==> src/rtl/addr_reg_bank.sv <==
// Bank of address-width registers with byte/word loads, one-hot address bus drive,
// a relay-timed incrementer (src+1 -> dst) and LED mirrors of load/select strobes.
module addr_reg_bank #(
    parameter int unsigned NUM_REGS      = 4,
    parameter int unsigned DATA_W        = 8,
    parameter int unsigned ADDR_W        = 16,
    parameter int unsigned SETTLE_CYCLES = 3,
    parameter int unsigned IDX_W         = $clog2(NUM_REGS)
) (
    input  logic                       clk,
    input  logic                       reset_n,
    input  logic [DATA_W-1:0]          data_in,
    input  logic [ADDR_W-1:0]          addr_in,
    input  logic [NUM_REGS-1:0]        ld_lo,
    input  logic [NUM_REGS-1:0]        ld_hi,
    input  logic [NUM_REGS-1:0]        ld_full,
    input  logic [NUM_REGS-1:0]        sel,
    output logic [ADDR_W-1:0]          addr_out,
    output logic                       addr_oe,
    output logic                       sel_err,
    input  logic                       inc_req,
    input  logic [IDX_W-1:0]           inc_src,
    input  logic [IDX_W-1:0]           inc_dst,
    output logic                       inc_busy,
    output logic                       inc_done,
    output logic [NUM_REGS-1:0]        led_ld,
    output logic [NUM_REGS-1:0]        led_sel,
    output logic [NUM_REGS*ADDR_W-1:0] reg_flat
);

    localparam int unsigned CNT_W = (SETTLE_CYCLES > 1) ? $clog2(SETTLE_CYCLES) : 1;

    typedef enum logic [1:0] {StIdle, StSettle, StWrite} inc_state_e;

    inc_state_e          state_q, state_d;
    logic [CNT_W-1:0]    cnt_q, cnt_d;
    logic [ADDR_W-1:0]   res_q, res_d;
    logic [IDX_W-1:0]    dst_q, dst_d;
    logic                wb_en_q, wb_en_d;
    logic [ADDR_W-1:0]   regs_q [NUM_REGS];
    logic [ADDR_W-1:0]   regs_d [NUM_REGS];
    logic [NUM_REGS-1:0] led_ld_q, led_sel_q;

    logic [ADDR_W-1:0]   src_val;
    logic                src_ok, dst_ok;
    logic                sel_multi, sel_one;
    logic [ADDR_W-1:0]   addr_mux;

    // Index decode by comparison so out-of-range indices simply match nothing.
    always_comb begin
        src_val = '0;
        src_ok  = 1'b0;
        dst_ok  = 1'b0;
        for (int i = 0; i < NUM_REGS; i++) begin
            if (inc_src == IDX_W'(i)) begin
                src_val = regs_q[i];
                src_ok  = 1'b1;
            end
            if (inc_dst == IDX_W'(i)) begin
                dst_ok = 1'b1;
            end
        end
    end

    always_comb begin
        state_d = state_q;
        cnt_d   = cnt_q;
        res_d   = res_q;
        dst_d   = dst_q;
        wb_en_d = wb_en_q;
        unique case (state_q)
            StIdle: begin
                if (inc_req) begin
                    state_d = StSettle;
                    cnt_d   = '0;
                    res_d   = (src_ok && dst_ok) ? src_val + ADDR_W'(1) : '0;
                    dst_d   = inc_dst;
                    wb_en_d = src_ok && dst_ok;
                end
            end
            StSettle: begin
                cnt_d = cnt_q + CNT_W'(1);
                if (cnt_q == CNT_W'(SETTLE_CYCLES - 1)) begin
                    state_d = StWrite;
                end
            end
            StWrite: begin
                state_d = StIdle;
            end
            default: begin
                state_d = StIdle;
            end
        endcase
    end

    // External loads always beat the incrementer writeback on the same register.
    always_comb begin
        for (int i = 0; i < NUM_REGS; i++) begin
            regs_d[i] = regs_q[i];
            if (ld_full[i]) begin
                regs_d[i] = addr_in;
            end else if (ld_hi[i] || ld_lo[i]) begin
                if (ld_hi[i]) regs_d[i][ADDR_W-1:DATA_W] = data_in;
                if (ld_lo[i]) regs_d[i][DATA_W-1:0] = data_in;
            end else if (state_q == StWrite && wb_en_q && dst_q == IDX_W'(i)) begin
                regs_d[i] = res_q;
            end
        end
    end

    always_ff @(posedge clk or negedge reset_n) begin
        if (!reset_n) begin
            state_q   <= StIdle;
            cnt_q     <= '0;
            res_q     <= '0;
            dst_q     <= '0;
            wb_en_q   <= 1'b0;
            led_ld_q  <= '0;
            led_sel_q <= '0;
            for (int i = 0; i < NUM_REGS; i++) begin
                regs_q[i] <= '0;
            end
        end else begin
            state_q   <= state_d;
            cnt_q     <= cnt_d;
            res_q     <= res_d;
            dst_q     <= dst_d;
            wb_en_q   <= wb_en_d;
            led_ld_q  <= ld_lo | ld_hi | ld_full;
            led_sel_q <= sel;
            for (int i = 0; i < NUM_REGS; i++) begin
                regs_q[i] <= regs_d[i];
            end
        end
    end

    always_comb begin
        sel_multi = |(sel & (sel - NUM_REGS'(1)));
        sel_one   = (sel != '0) && !sel_multi;
        addr_mux  = '0;
        for (int i = 0; i < NUM_REGS; i++) begin
            if (sel[i]) addr_mux = addr_mux | regs_q[i];
        end
    end

    always_comb begin
        reg_flat = '0;
        for (int i = 0; i < NUM_REGS; i++) begin
            reg_flat[i*ADDR_W +: ADDR_W] = regs_q[i];
        end
    end

    assign addr_out = sel_one ? addr_mux : '0;
    assign addr_oe  = sel_one;
    assign sel_err  = sel_multi;
    assign inc_busy = (state_q != StIdle);
    assign inc_done = (state_q == StWrite);
    assign led_ld   = led_ld_q;
    assign led_sel  = led_sel_q;

endmodule

==> config.mk <==
export PLATFORM = sky130hd
export DESIGN_NAME = addr_reg_bank
export DESIGN_NICKNAME = d
export VERILOG_FILES = /design/src/rtl/addr_reg_bank.sv
export SDC_FILE = /design/constraint.sdc
export NUM_CORES = 1
export LEC_CHECK = 0
export CORE_UTILIZATION = 40
export CTS_CLUSTER_DIAMETER = 80
export CTS_CLUSTER_SIZE = 28
export DETAILED_ROUTE_END_ITERATION = 7
export DONT_BUFFER_PORTS = 1
export PLACE_DENSITY = 0.61
export SYNTH_ARGS = -nofsm -noshare
export SYNTH_HDL_FRONTEND = slang
export SYNTH_SLANG_ARGS = --single-unit
==> constraint.sdc <==
create_clock -name clk -period 1.8 [get_ports clk]
set_input_delay 0.18 -clock clk [delete_from_list [all_inputs] [get_ports clk]]
set_output_delay 0.18 -clock clk [all_outputs]
set_load 0.05 [all_outputs]
# == Word level (Yosys, flattened, before mapping) ==
# Index checks and enable logic that the tools add are counted.
# word_totals
register_bits,95
wordCells,124
out_inout_bits,92
# op_classes
n_reduce_logical,35
n_bitwise,6
n_eq_ne,22
mux,43
addsub,3
# ops
cell,count
$mux 16,22
$mux 8,8
$or 16x16->16,3
$ne 3x3->1 const B,8
$reduce_and 2->1,11
$add 16x1->16 const B,1
$eq 2x2->1 const B,8
$reduce_bool 3->1,4
$eq 2x1->1 const B,4
$logic_not 2->1,4
$mux 1,8
$or 4x4->4,2
$pmux 2 s2,2
$logic_and 1x1->1,7
$mux 2,3
$and 4x4->4,1
$logic_or 1x1->1,4
$ne 2x2->1 const B,2
$reduce_bool 2->1,2
$reduce_bool 4->1,1
$reduce_or 4->1,1
$sub 4x1->4 const B,1
$add 2x1->2 const B,1
$logic_not 1->1,1

# == Depth between registers and ports, before layout ==
# Gate-level depths: netlist of the first run.
# logic_depth
ltp_word,8
ltp_mapped,7
ltp_nobuf,6

# == Worst setup path after synthesis of the first run ==
# No wires, ideal clock.
# synth_timing
path_type,flip-flop to flip-flop
start,reg state_q[0]
end,reg regs_q (netlist bit reg_flat[0])
t_required_ps,1675
slack_ps,-667
path_stages_with_launch,6
arrival_time_ps,2342
cell_sequence,dfrtp_1 -> nor2b_1 -> nand2_1 -> or3_1 -> o21ai_2 -> mux2_2
# synth_between
elab_chain_len,5
# synth_lines
element,line,text
start: declaration,35,"inc_state_e state_q, state_d;"
start signal: assignment,113,state_q <= StIdle;
start signal: assignment,124,state_q <= state_d;
$eq 2x2->1,-,
net inc_done,25,"output logic inc_done,"
$logic_and 1x1->1 (2 in series),105,end else if (state_q == StWrite && wb_en_q && dst_q == IDX_W'(i)) begin
$reduce_bool 3->1 (no source line),-,
$reduce_and 2->1 (no source line),-,
end signal: indexed assignment,132,regs_q[i] <= regs_d[i];
end: declaration,40,logic [ADDR_W-1:0] regs_q [NUM_REGS];
# The timed path passes the listed nets, and every way through them passes these cells.
# A chain may end at the register's enable or synchronous reset.

# == Final worst setup path of the first run ==
# layout_timing
start,reg regs_q (netlist bit reg_flat[49])
end,reg res_q[12]
# layout_between
elab_chain_len,3
# layout_lines
element,line,text
$mux 16,55,if (inc_src == IDX_W'(i)) begin
$add 16x1->16,76,res_d = (src_ok && dst_ok) ? src_val + ADDR_W'(1) : '0;
$mux 16,76,
end signal: assignment,126,res_q <= res_d;
end: declaration,37,"logic [ADDR_W-1:0] res_q, res_d;"
# No other way between the ends.

==> metrics.md, run 1 <==
| Metric | Value |
|---|---|
| DRC violations left | 0 |
| Initial core utilization | 40.73% |
| Worst reg2reg path endpoint | res_q[12] |
| Multi-input logic area | 3515 um^2 |
| Antenna diode count | 0 |
| Routed vias | 5372 |
| DR WL met2 | 9978 um |
| Max FO, Critical Path | 5 |
| CTS Buffer Depth | 2 |
| IO Port Bufs | 0 |
| Main combinational cell family by area after synthesis | multiplexers |
| # fillers | 1277 |
| Initial antenna violation count | 0 |
| Clk_skew | 0.005052 ns |
| Critical path's largest stage delay | 0.53 ns |
| Net Count, Synth | 663 |
| Met3 WL | 1474 um |
| Reg clk slew, reported paths | 0.07 ns |
| WL met1 | 8113 um |
| TNS Setup | 0 ns |
| Setup crit start | reg_flat[49] |
| Worst Slack Setup Final | 0.02262 ns |
| Drt first pass iters | 5 |
| Clock Power Share | 25.1% |
| Cell family with most CP delay | multiplexers |
| Wire per inst | 22.43 um |
| Startpoint Class | flip-flop |
| Gate power share | 40.3% |
| Number of synthesized register bits | 95 |
| Worst slack, placed | 0.05282 ns |
| DRT antenna net count | 0 |
| First-pass GRT wire length | 30610 um |
| Sink Count | 95 |
| Pint | 5423 uW |
| Reg2reg start | reg_flat[49] |
| CTS tree | done |
| Root buffer cell | clkbuf_16 |
| GRT Resource Usage Total | 27.50% |
| Detail Placement HPWL | 14180 um |
| Storage element area | 2414 um^2 |
| Worst hold path type | in2async |
| Top sig layer | met4 |
| Grt ovf | 0 |
| Routed vias/inst | 5.996 |
| CP Data Required Time | 2.03 ns |
| P_sw | 3572 uW |
| Distinct cell type count after synthesis | 41 |
| H-tree depth | 3 |
| Worst slew margin | 68.11% |
| Final hold slack | -0.4810 ns |
| VDD IR-drop max | 0.5103 mV |
| Buf/Inv on CP | 0 |
| Cells after DPL | 865 |
| Syn Area/Cell | 9.604 um^2 |
| R2R Setup Slk | 0.02 ns |
| Io pins | 139 |
| Actual slew at the worst max-slew pin | 0.4819 ns |
| Synth Area in Adders | 0.5941% |
| Share of cells above drive strength 1 | 36.66% |
| Status | complete, but fails checks |
| Max Cap Viol | 0 |
| Endpoints failing hold | 95 |
| Violated checks | negative hold slack |
| Share of power burned in registers | 34.5% |
| Die area | 15230 um^2 |
| Largest net degree at the start of global routing | 96 |
| Slew Limit Fails | 0 |
| Xor-xnor portion of the synthesized cell area | 2.079% |
| Die W | 123.4 um |
| Final Critical Period | 1.777 ns |
| Crit path cell chain | mux4_2 > ha_4 > and4_4 > nand4_1 > xor2_1 > a21oi_1 |
| RSZ-0062 raised after global routing | true |
| Worst EP arrival | 2.01 ns |
| Hold_buf cts | 14 |
| Area added between synthesis and finish | 31.38% |
| Post-synthesis mux area share | 20.03% |
| Synthesized-area fraction occupied by ao, oa, aoi and oai cells | 19.05% |
| Total power draw | 8995 uW |
| Core area | 14480 um^2 |
| Simple-gate area share of the yosys netlist | 14.53% |
| PwrDens | 1161 nW/um^2 |
| Vias in the first global route | 5491 |
| Setup crit end kind | flip-flop |
| Post-synthesis sequential area ratio | 40.31% |
| Mapped Area | 5897 um^2 |
| Clk_lat worst skew | 0.36 ns |
| # setup viols final | 0 |
| Layout Nets | 756 |
| Switch share | 39.71% |
| F_max | 0.5626 GHz |
| Height of the die | 123.4 um |
| Yosys warnings | 0 |
| Iter 0 DRT Violations | 324 |
| Gate Count Post-Synth | 614 |
| Global placer's final weighted congestion | 0.8962 |
| Final std cells w/o fill | 896 |
| P_leak | 0.003170 uW |
| Site Rows | 44 |
| CTS buffer count | 9 |
| Reg2Reg Depth | 6 |
| Critical path's slowest cell | mux4_2 |
| Final wirelength | 20090 um |
| Critical path type | reg2reg |
| Final Cycle Share | 98.74% |
cells in the final DEF (no fill, tap or decap), types with 3 or more instances in the layout:
master,n
o21ai_0,68
inv_1,4
mux4_2,9
o21ai_2,6
dlygate4sd3_1,14
dfrtp_2,29
a21oi_1,87
nand4_1,4
dfrtp_1,66
a21oi_4,9
nor2_1,28
mux4_1,7
buf_12,22
mux2_4,10
buf_4,86
bufinv_16,3
mux2_2,58
clkbuf_16,9
nand2_1,71
a22oi_1,32
or3_1,5
nor2b_1,33
xor2_1,8
xnor2_1,6
cells in the mapped netlist, drive strengths merged:
cell type   n  area (um^2)
nor2b      34        212.7
nand3       4        32.53
mux4       16        405.4
xnor2       6        52.55
nand2b      1        6.260
ha          2        25.02
nand4b      2        17.52
nor2       29        108.9
buf         9        68.81
nor3        2        10.01
o21ai      76        387.9
o21bai      1        7.510
a21oi      96        480.5
and4        3        26.28
o21a        1        7.510
and2        2        12.51
or2         2        12.51
inv         4        15.01
a22oi      32        240.2
mux2       68        765.7
mux2i       1        10.01
nand4       6        58.80
xor2        8        70.07
or3         6        37.54
nand2      73        281.5
maj3        1        10.01
clkbuf     31        116.4
nor4        3        40.04
dfrtp      95         2377
registers in the layout, summed over array words and instances, names as in the netlist:
| register | cells |
|---|---|
| cnt_q | 2 |
| res_q | 16 |
| state_q | 2 |
| led_ld | 4 |
| reg_flat | 64 |
| led_sel | 4 |
| wb_en_q | 1 |
| dst_q | 2 |
power groups by stage:
stage               clock network (uW)  registers [uW]  logic (uW)
floorplan                            0            3860        1680
global placement                     0            3090        3490
detailed placement                   0            3110        3560
CTS                               2290            3090        3600
global route                      2360            3170        3840
finish                            2260            3110        3630
metal layers:
metal  GRT usage [%]  up-vias
li1                -     2429
met1           34.48     2689
met2           46.47      219
met3           4.613       35
met4           12.12        0
met5               0        -
metrics by stage:
step	cell area, um^2	utilization [%]
after floorplan	6097	-
after global placement	7222	49.88
after detailed placement	7222	49.88
after CTS	7710	53.25
after global routing	7747	53.51
final	7747	53.51
worst max path at each step:
| stage | to | slack (ns) | cells past startpoint |
|---|---|---|---|
| floorplan | addr_out[0] | -0.15 | 5 |
| global placement | reg_flat[0] | 0.1 | 6 |
| detailed placement | res_q[8] | 0.05 | 6 |
| CTS | res_q[12] | 0.04 | 6 |
| global route | reg_flat[3] | -0.01 | 6 |
| finish | res_q[12] | 0.02 | 6 |
repair_timing:
item	in CTS	in global routing
setup endpoints to repair	0	14
setup buffers	0	1
gates resized for setup	0	8
endpoints found under the hold margin	105	95
logic make-up after synthesis:
kind of cell	count (synthesis)
buf+inv	44
mux	85
fa+ha+maj	3
compound gates	206
flops	95
xor+xnor	14
simple gates	167
cell type report:
class	instances	area share [%]
repair buffers	122	15.83
clock inverters	5	1.357
flip-flops and latches	95	31.15
well taps	184	2.972
multi-input cells	475	45.36
clock buffers	11	3.133
inverters	4	0.1938
(Power assumes the default switching activity.)
==> run 2, diff against run 1 <==
CORE_ASPECT_RATIO = 2   (was not set)
==> metrics.md, run 2 (synthesized netlist as in run 1, its figures left out) <==
| Metric | Value |
|---|---|
| Status | complete, but fails checks |
| Violated checks | negative hold slack, negative setup slack |
| Endpoints failing hold | 95 (unchanged) |
| Initial core utilization | 41.09% (+0.36 points) |
| TNS Setup | -0.005703 ns (-0.005703 ns) |
| Worst reg2reg path endpoint | res_q[8] |
| Final wirelength | 21080 um (+4.9%) |
| RSZ-0062 raised after global routing | true |
| Setup crit start | reg_flat[48] |
| CTS buffer count | 9 (unchanged) |
| Wire per inst | 23.32 um (+4.0%) |
| P_leak | 0.003130 uW (-1.3%) |
| Die W | 87.86 um (-29%) |
| Grt ovf | 0 (unchanged) |
| Most frequent cells in the layout | a21oi_1 (87), buf_4 (84), nand2_1 (71) |
| IO Port Bufs | 0 (unchanged) |
| Largest net degree at the start of global routing | 96 (unchanged) |
| Iter 0 DRT Violations | 504 (+56%) |
| Share of cells above drive strength 1 | 36.38% (-0.28 points) |
| Reg2Reg Depth | 6 (unchanged) |
| Routed vias | 5379 (+0.13%) |
| Clk_lat worst skew | 0.34 ns (-0.02 ns) |
| Critical path's largest stage delay | 0.57 ns (+0.04 ns) |
| CTS Buffer Depth | 2 (unchanged) |
| Io pins | 139 (unchanged) |
| Crit path cell chain | mux4_2 > ha_4 > and4_4 > nand4_1 > xor2_1 > a21oi_1 |
| Reg2reg start | reg_flat[48] |
| CTS resizes | 0 (unchanged) |
| F_max | 0.5546 GHz (-1.4%) |
| CP Data Required Time | 2.02 ns (about the same) |
| VDD IR-drop max | 0.5763 mV (+13%) |
| Buf/Inv on CP | 0 (unchanged) |
| Reg clk slew, reported paths | 0.07 ns (about the same) |
| Worst Slack Setup Final | -0.003003 ns (-0.02563 ns) |
| # setup viols final | 2 (+2) |
| Height of the die | 173.7 um (+41%) |
| Vias in the first global route | 5788 (+5.4%) |
| Final Critical Period | 1.803 ns (+0.02563 ns) |
| PwrDens | 1144 nW/um^2 (-1.5%) |
| # fillers | 1266 (-0.86%) |
| Worst slew margin | 68.00% (-0.11 points) |
| CTS tree | done |
| Setup crit end kind | flip-flop |
| Cell family with most CP delay | multiplexers |
| Antenna diode count | 0 (unchanged) |
| GRT Resource Usage Total | 28.81% (+1.3 points) |
| Critical path destination | res_q[8] |
| DRT antenna net count | 0 (unchanged) |
| Hold_buf cts | 14 (unchanged) |
| DRC violations left | 0 (unchanged) |
| Critical path type | reg2reg |
| Max reg flops | 64 (unchanged) |
| Max FO, Critical Path | 5 (unchanged) |
| First-pass GRT wire length | 32510 um (+6.2%) |
| Site Rows | 62 (+41%) |
| WP depth | 6 (unchanged) |
| Sink Count | 95 (unchanged) |
| Fin util | 53.81% (+0.30 points) |
| Slew Limit Fails | 0 (unchanged) |
| Detail Placement HPWL | 15490 um (+9.2%) |
| Routed vias/inst | 5.950 (-0.76%) |
| Global placer's final weighted congestion | 0.9115 (+1.7%) |
| Commonest non-fill, non-tap cell in the layout | a21oi_1 |
| Core area | 14350 um^2 (-0.88%) |
| Initial antenna violation count | 0 (unchanged) |
| Area added between synthesis and finish | 30.96% |
| Actual slew at the worst max-slew pin | 0.4835 ns (+0.001651 ns) |
| Clk_skew | 0.008422 ns (+0.003371 ns) |
| Startpoint Class | flip-flop |
| Final hold slack | -0.4700 ns (+0.01105 ns) |
| Layout Nets | 756 (unchanged) |
| R2R Setup Slk | -0.003 ns (-0.03 ns) |
| Max Cap Viol | 0 (unchanged) |
| Die area | 15260 um^2 (+0.20%) |
| Worst EP arrival | 2.03 ns (+0.02 ns) |
| Worst hold path type | in2async |
| Drt first pass iters | 5 (unchanged) |
| H-tree depth | 3 (unchanged) |
| Final Cycle Share | 100.2% (+1.4 points) |
| Critical path's slowest cell | mux4_2 |
| Root buffer cell | clkbuf_16 |
-- run 2: changes by cell type in the layout (fill, tap and decap cells not counted), sizes merged --
cell,change
clkbuf,+2
bufinv,-1
clkinvlp,-1
-- run 2: what timing repair did --
action / CTS / global route
setup buffers: 1 / 2
endpoints found under the hold margin: 105 / 95
endpoints found under the setup margin: 2 / 12
pin swaps: 0 / 6
gates cloned: 0 / 0
-- run 2: how the worst min path moves through the flow --
stage,from,to,slack [ns],depth (start not counted)
6_report,reset_n,led_sel[0],-0.47,0
5_1_grt,reset_n,led_sel[3],-0.48,0
4_1_cts,reset_n,wb_en_q,-0.48,0
3_5_place_dp,reset_n,led_ld[0],-0.11,0
3_3_place_gp,reset_n,led_ld[0],-0.11,0
2_1_floorplan,reset_n,cnt_q[0],-0.12,0
-- run 2: cell type report --
cell class | instances | area [um^2] | share of cell area [%]
clock inverters | 3 | 67.56 | 0.8749
clock buffers | 13 | 250.2 | 3.240
flip-flops and latches | 95 | 2414 | 31.25
multi-input cells | 475 | 3485 | 45.12
repair buffers | 122 | 1251 | 16.20
well taps | 192 | 240.2 | 3.111
inverters | 4 | 15.01 | 0.1944
-- run 2: routing by layer --
layer  track usage, %  share of wire (%)  up-vias  wire length (um)
met5                0                  0        -                 0
met1            32.11                 35     2659              7484
met3            5.762                6.2       68              1316
met2            49.87                 54      232             11300
li1                 -                  -     2420                 -
met4            15.64                4.6        0               978
-- run 2: stage by stage --
| stage | setup slack, ns | hold slack, ns | cell area [um^2] | power [uW] | instances |
|---|---|---|---|---|---|
| floorplan | -0.1486 | -0.1156 | 6097 | 5542 | 614 |
| global placement | 0.03556 | -0.1130 | 7242 | 6564 | 871 |
| detailed placement | 0.01280 | -0.1126 | 7242 | 6697 | 871 |
| CTS | 0.01535 | -0.4843 | 7707 | 8820 | 902 |
| global route | -0.06372 | -0.4828 | 7722 | 9217 | 904 |
| finish | -0.003003 | -0.4700 | 7722 | 8831 | 904 |
-- run 2: report_power, final --
part / internal, uW / switching, uW
sequential: 2620 / 441
combinational: 1410 / 2250
clock: 1260 / 844
total: 5290 / 3540
